**src/rtl/hilo_muldiv_ctrl.sv**
```systemverilog
// rtl/hilo_muldiv_ctrl.sv - HI/LO owner with iterative shift-add multiply and restoring divide
module hilo_muldiv_ctrl #(
    parameter int WIDTH = 32
) (
    input  logic             clk,
    input  logic             rst,
    input  logic             start,
    input  logic [2:0]       op,
    input  logic [WIDTH-1:0] rs_val,
    input  logic [WIDTH-1:0] rt_val,
    input  logic             hilo_rd,
    output logic             busy,
    output logic             done,
    output logic             stall,
    output logic [WIDTH-1:0] hi,
    output logic [WIDTH-1:0] lo
);
    localparam int CW = $clog2(WIDTH) + 1;
    localparam logic [CW-1:0] LAST = CW'(WIDTH - 1);

    typedef enum logic [1:0] {IDLE, RUN, FIX, DONE} state_t;

    state_t             state;
    logic [CW-1:0]      count;
    logic [2*WIDTH-1:0] acc;
    logic [WIDTH-1:0]   opb;
    logic               is_mul;
    logic               neg_q;
    logic               neg_r;
    logic               div_zero;

    logic               op_arith;
    logic               op_signed;
    logic               sign_a;
    logic               sign_b;
    logic [WIDTH-1:0]   mag_a;
    logic [WIDTH-1:0]   mag_b;

    always_comb begin
        op_arith  = (op[2] == 1'b0);
        op_signed = (op[0] == 1'b0);
        sign_a    = op_signed & rs_val[WIDTH-1];
        sign_b    = op_signed & rt_val[WIDTH-1];
        mag_a     = sign_a ? -rs_val : rs_val;
        mag_b     = sign_b ? -rt_val : rt_val;
    end

    // acc holds {partial product, multiplier} for multiply and {remainder, quotient} for divide.
    logic [WIDTH:0]       mul_sum;
    logic [WIDTH:0]       div_shift;
    logic [WIDTH:0]       div_trial;
    logic [2*WIDTH-1:0]   step_next;

    always_comb begin
        mul_sum   = {1'b0, acc[2*WIDTH-1:WIDTH]} + (acc[0] ? {1'b0, opb} : {(WIDTH+1){1'b0}});
        div_shift = {acc[2*WIDTH-1:WIDTH], acc[WIDTH-1]};
        div_trial = div_shift - {1'b0, opb};
        if (is_mul) begin
            step_next = {mul_sum, acc[WIDTH-1:1]};
        end else if (div_trial[WIDTH]) begin
            step_next = {div_shift[WIDTH-1:0], acc[WIDTH-2:0], 1'b0};
        end else begin
            step_next = {div_trial[WIDTH-1:0], acc[WIDTH-2:0], 1'b1};
        end
    end

    logic [2*WIDTH-1:0] fix_prod;
    logic [WIDTH-1:0]   fix_q;
    logic [WIDTH-1:0]   fix_r;

    // A zero divisor leaves |dividend| as remainder, so only the quotient needs forcing.
    always_comb begin
        fix_prod = neg_q ? -acc : acc;
        fix_q    = div_zero ? {WIDTH{1'b1}}
                 : (neg_q ? -acc[WIDTH-1:0] : acc[WIDTH-1:0]);
        fix_r    = neg_r ? -acc[2*WIDTH-1:WIDTH] : acc[2*WIDTH-1:WIDTH];
    end

    assign busy  = (state == RUN) || (state == FIX);
    assign stall = hilo_rd & (busy | (start & op_arith));

    always_ff @(posedge clk) begin
        if (rst) begin
            state    <= IDLE;
            count    <= '0;
            acc      <= '0;
            opb      <= '0;
            is_mul   <= 1'b0;
            neg_q    <= 1'b0;
            neg_r    <= 1'b0;
            div_zero <= 1'b0;
            hi       <= '0;
            lo       <= '0;
            done     <= 1'b0;
        end else begin
            done <= 1'b0;
            case (state)
                IDLE, DONE: begin
                    state <= IDLE;
                    if (start) begin
                        if (op_arith) begin
                            state    <= RUN;
                            count    <= '0;
                            is_mul   <= ~op[1];
                            opb      <= op[1] ? mag_b : mag_a;
                            acc      <= {{WIDTH{1'b0}}, (op[1] ? mag_a : mag_b)};
                            neg_q    <= sign_a ^ sign_b;
                            neg_r    <= sign_a;
                            div_zero <= (rt_val == '0);
                        end else if (op == 3'b100) begin
                            hi <= rs_val;
                        end else if (op == 3'b101) begin
                            lo <= rs_val;
                        end
                    end
                end
                RUN: begin
                    acc   <= step_next;
                    count <= count + 1'b1;
                    if (count == LAST) begin
                        state <= FIX;
                    end
                end
                FIX: begin
                    if (is_mul) begin
                        {hi, lo} <= fix_prod;
                    end else begin
                        hi <= fix_r;
                        lo <= fix_q;
                    end
                    done  <= 1'b1;
                    state <= DONE;
                end
                default: state <= IDLE;
            endcase
        end
    end
endmodule

```
**config.mk**
```make
export PLATFORM = sky130hd
export DESIGN_NAME = hilo_muldiv_ctrl
export DESIGN_NICKNAME = d
export VERILOG_FILES = /design/src/rtl/hilo_muldiv_ctrl.sv
export SDC_FILE = /design/constraint.sdc
export NUM_CORES = 1
export LEC_CHECK = 0
export ABC_AREA = 1
export CORE_MARGIN = 5
export CORE_UTILIZATION = 35
export DETAILED_ROUTE_END_ITERATION = 10
export PLACE_DENSITY_LB_ADDON = 0.08
export SLEW_MARGIN = 15
export SYNTH_ARGS = -nofsm -noshare
export SYNTH_HDL_FRONTEND = slang
export SYNTH_SLANG_ARGS = --single-unit
```
**constraint.sdc**
```tcl
create_clock -name clk -period 2.35 [get_ports clk]
set_input_delay 0.3525 -clock clk [delete_from_list [all_inputs] [get_ports clk]]
set_output_delay 0.3525 -clock clk [all_outputs]
set_load 0.05 [all_outputs]
```
After elaboration in Yosys (flattened, before gate mapping):

Index checks and enable logic that the tools add are counted.
W data, S select, Z words.

* register bits after elaboration: 173
* input bits: 71
* output and inout port bits: 67
* logic and storage cells: 84

* add/sub/neg operators: 8
* equality and inequality tests: 13
* muxes and demuxes: 33
* bitwise gates (word level): 9
* reductions and logical operators: 10

Operator list (number)
* $mux W32: 17
* $mux W64: 5
* $neg A32 Y32: 4
* $pmux W32 S2: 2
* $pmux W64 S2: 1
* $neg A64 Y64: 1
* $add A32 B32 Y33: 1
* $sub A33 B32 Y33: 1
* $logic_not A32 Y1: 1
* $mux W6: 2
* $ne A2 B2 Y1 const B: 6
* $pmux W6 S2: 1
* $add A6 B1 Y6 const B: 1
* $eq A3 B3 Y1 const B: 2
* $eq A6 B5 Y1 const B: 1
* $pmux W2 S3: 1
* $reduce_and A3 Y1: 2
* $reduce_and A5 Y1: 1
* $and A1 B1 Y1: 4
* $eq A2 B2 Y1 const B: 2
* $reduce_and A4 Y1: 1
* $reduce_bool A2 Y1: 2
* $mux W1: 3
* $not A1 Y1: 3
* other kinds (8): 8

Longest topological paths before layout:

* word-level depth: 7
* mapped depth: 21

Worst setup path before layout:

No wires, ideal clock.

* path kind: register -> register
* from: reg acc[31]
* to: reg acc[62]
* setup time: 132 ps
* data arrival time: 2385 ps
* data required time: 2218 ps
* slack: -167 ps
* cell stages (with the launch flop): 22
* buffers on the path: 2
* period minus slack after synthesis: 2517 ps
* path through: dfxtp_1 -> clkbuf_1 -> inv_1 -> ha_1 -> fa_1 -> inv_1 -> nand2_1 -> nand2_1 -> nand3_1 -> nand2_1 -> nand2_1 -> nand2_2 -> nand2_2 -> nand2_2 -> nand2_2 -> nand2_4 -> buf_6 -> nand2_1 -> nand2_1 -> nand2_1 -> nand3_1 -> a21oi_1

* cells in the longest elaborated chain, start to end: 4

Ends and longest elaborated chain
* start, declared: RTL line 25 `logic [2*WIDTH-1:0] acc;`
* start signal, assigned: RTL line 106 `acc <= {{WIDTH{1'b0}}, (op[1] ? mag_a : mag_b)};`
* start signal, assigned: RTL line 118 `acc <= step_next;`
* $sub A33 B32 Y33: RTL line 57 `div_trial = div_shift - {1'b0, opb};`
* $mux W64: RTL line 60 `end else if (div_trial[WIDTH]) begin`
* $mux W64: RTL line 58 `if (is_mul) begin`
* $pmux W64 S2: RTL line 97 `case (state)`

Every way passes these cells.
A chain may end at the register's enable or synchronous reset.

Final worst setup path:

* from: reg opb[0]
* to: reg acc[48]

* cells in the longest elaborated chain, start to end: 4
* elaborated cells on any way between the ends: 6
* those cells by class: add/sub (2); mux (4)

Ends and longest elaborated chain
* start, declared: RTL line 26 `logic [WIDTH-1:0] opb;`
* start signal, assigned: RTL line 105 `opb <= op[1] ? mag_b : mag_a;`
* $sub A33 B32 Y33 or $mux W32 (tied branches): RTL line 57, 55
* $mux W64 or $add A32 B32 Y33 (tied branches): RTL line 60, 55
* $mux W64 (*): RTL line 58
* $pmux W64 S2 (*): RTL line 97

Mark *: on every way between the ends. The rest lies on a longest branch, timed or not.

==> out/metrics.yaml <==
detailed_routing:
  antenna_left: 0
  vias_per_cell: 5.38
  drt_iter0_markers: 2521
  vias: 24200
  post-route-drc-count: 0
  wl_per_cell_um: 21.6
  wl_um: 97000
  first_pass_iters: 6
cells_and_area:
  nFillCells: 5034
  diodes: 0
  final_area_mm2: 0.0267
  nNetsFinal: 3968
  layout-drive-gt1-share_pct: 27.9
  area_delta_synth_final_pct: 53.0
critical_path:
  critical_path_peak_fanout: 6
  crit_buf_inv: 3
  start_kind: "flip-flop"
  cp_data_required_time_ns: 2.70
  critPathSlowestCell: "fa_2"
  crit_chain: "buf_6 > ha_4 > fa_2 > inv_2 > nand2_2 > nand2_2 > nand3_2 > nand2_2 > nand2_2 > nand2_2 > nand2_4 > nand2_4 > nand2_8 > nand2_8 > buf_6 > nand2_4 > o21ai_2 > nand2_1 > nand2_1 > a21oi_2"
  critPathArrivalTime_ns: 2.86
  crit_type: "flip-flop to flip-flop"
  cp_top_family: "simple AND/OR/NAND/NOR gates"
  end_kind: "flip-flop"
  crit_top_cell: "nand2_2"
  slowest_delay_ns: 0.35
pwr:
  power.total_uw: 26000
  p_per_area_mw_per_mm2: 972
  ir_drop_uv: 648
  p_leak_uw: 0.0133
yosys:
  syn_nets: 3297
  syn_area_mm2: 0.0175
  synth.top_cell.area_share_pct: 19.8
  yosys_warnings: 0
  synth_top_cells_by_area: "dfxtp_1 (20%), nand2_1 (18%), inv_1 (10%), nand3_1 (8.4%), o21ai_0 (8.2%)"
  synth_area_leader_cell: "dfxtp_1"
  synthTopCellsByCount: "nand2_1 (826), inv_1 (471), nor2_1 (328), nand3_1 (292), o21ai_0 (287)"
  syn_avg_cell_area_um2: 5.54
  synthCells: 3153
  synth_edf_count: 0
  synth_most_common_cell: "nand2_1"
  synth_seq_cells: 173
  synthArstFlopShare_pct: 0
  ys_types: 48
  synthFlopType: "dfxtp_1"
  ys_seq_area_share_pct: 19.8
global_route:
  grt_pass1_wl_um: 140000
  grt-ovfl-total: 0
  grt_max_degree: 80
  track_usage_pct: 34.2
  grt_pass1_vias: 22600
  antenna_found_initial: 1
die:
  start_util_pct: 35.5
  pin_count: 138
  floorplan.die.height_um: 233
  die_area_mm2: 0.0545
  die_w_um: 233
  core_area_mm2: 0.0492
  core.rowCount: 81
clock_tree:
  clkLatencyLatePin_ns: 0.51
  cts_tree: "built"
  cts_buffers: 17
  cts.sinks: 173
  cts_hold_buf: 0
  cts_max_level: 4
  path_clk_slew_ns: 0.09
  clk_path_buf_depth: 2
  clockRootBuffer: "clkbuf_16"
run_status:
  failed_checks: "negative setup slack"
  status: "finished with violations"
placed_design:
  gp_congestion: 1.04
  io_buffer_count: 137
  dp_hpwl_um: 79100
  place_area_mm2: 0.0238
timing:
  fin_crit_ns: 2.51
  slew_violations: 0
  finalSetupTns_ns: -3.19
  hold_viol: 0
  max_slew_margin_pct: 42.3
  setup_viol: 33
  fin_worst_skew_ns: 0.0322
  fin_crit_sh_pct: 107
  max_freq_mhz: 398
  tightest_slew_ns: 0.865
  rsz0062_at_grt: "true"
  setup_slack_ns: -0.162
flow_run:
  maxCapViolCount: 0
worst_hold_path:
  hp-class: "input pin to flip-flop"
## layout by cell type, fill, tap and decap left out, types with 52 or more instances in the layout
master / synthesis / routed
nand2_1: 826 / 744
buf_4: 0 / 597
inv_1: 471 / 447
nor2_1: 328 / 290
o21ai_0: 287 / 249
nand3_1: 292 / 236
a21oi_1: 257 / 207
dfxtp_1: 173 / 133
clkdlybuf4s50_1: 0 / 133
nand2_2: 6 / 69
xor2_1: 53 / 52
## layout make-up
cell class	count	area (um2)	area share [%]
clock buffer	18	439	1.64
clock inverter	14	173	0.646
inverter	483	1820	6.83
multi-input combinational	2381	13500	50.4
sequential	173	3530	13.2
tap	664	831	3.11
timing repair buffer	768	6460	24.2
## cell families after synthesis
family | count (synthesis) | synth area share, %
AO/OA/AOI/OAI | 654 | 20.1
XOR/XNOR | 72 | 3.61
adder cells (fa/ha/maj) | 73 | 5.32
buffers and inverters | 601 | 13.2
flip-flops | 173 | 19.8
AND/OR/NAND/NOR | 1580 | 38.0
## path summary, 6_finish.rpt
| check | from | end | slack (ns) | cells after the start |
|---|---|---|---|---|
| setup reg to reg | opb[0] | acc[48] | -0.16 | 20 |
| setup / recovery | opb[0] | acc[48] | -0.16 | 20 |
| hold / removal | rs_val[14] | lo[14] | 0.34 | 3 |
| hold reg to reg | div_zero | div_zero | 0.48 | 2 |
## metrics by stage
stage	setup WS, ns	utilization [%]	hold slack (ns)	cells
final	-0.162	54.3	0.343	4501
after global routing	-0.237	54.3	0.361	4501
after CTS	-0.0969	52.5	0.396	4486
after detailed placement	-0.492	48.5	0.467	4428
after global placement	-0.477	48.5	0.458	4428
after floorplan	0.00827	-	0.445	3153
## flip-flops by register name, summed over array words and instances, names as in the netlist, 2 cells and up
signal	cells
acc	64
count	6
hi	32
lo	32
opb	32
state	2
## repair_timing
item                       4_1_cts  5_1_grt
pin swaps                       61       86
setup buffers                   26       13
setup endpoints to repair       49      108
cloned                           3        2
resized for setup              280      210
## where the power goes
part	total [uW]	switching (uW)	internal (uW)
registers	4230	616	3610
logic	18700	11600	7030
clock network	3070	1600	1460
## worst register-to-register path: stages (launching register included)
cell	delay, ns
dfxtp_2	0.34
buf_6	0.12
ha_4	0.16
fa_2	0.35
inv_2	0.07
nand2_2	0.06
nand2_2	0.09
nand3_2	0.07
nand2_2	0.10
nand2_2	0.06
nand2_2	0.08
nand2_4	0.08
nand2_4	0.09
nand2_8	0.08
nand2_8	0.15
buf_6	0.15
nand2_4	0.05
o21ai_2	0.06
nand2_1	0.08
nand2_1	0.09
a21oi_2	0.06
## per-layer routing
metal / vias to the layer above / share of wire (%) / track usage (%)
met3: 185 / 9.5 / 6.87
met2: 1148 / 43 / 51.4
met5: - / 0 / 0
li1: 11600 / - / -
met1: 11300 / 43 / 48.1
met4: 0 / 4.4 / 13.4
No activity file was read; power rests on OpenSTA's default activity.
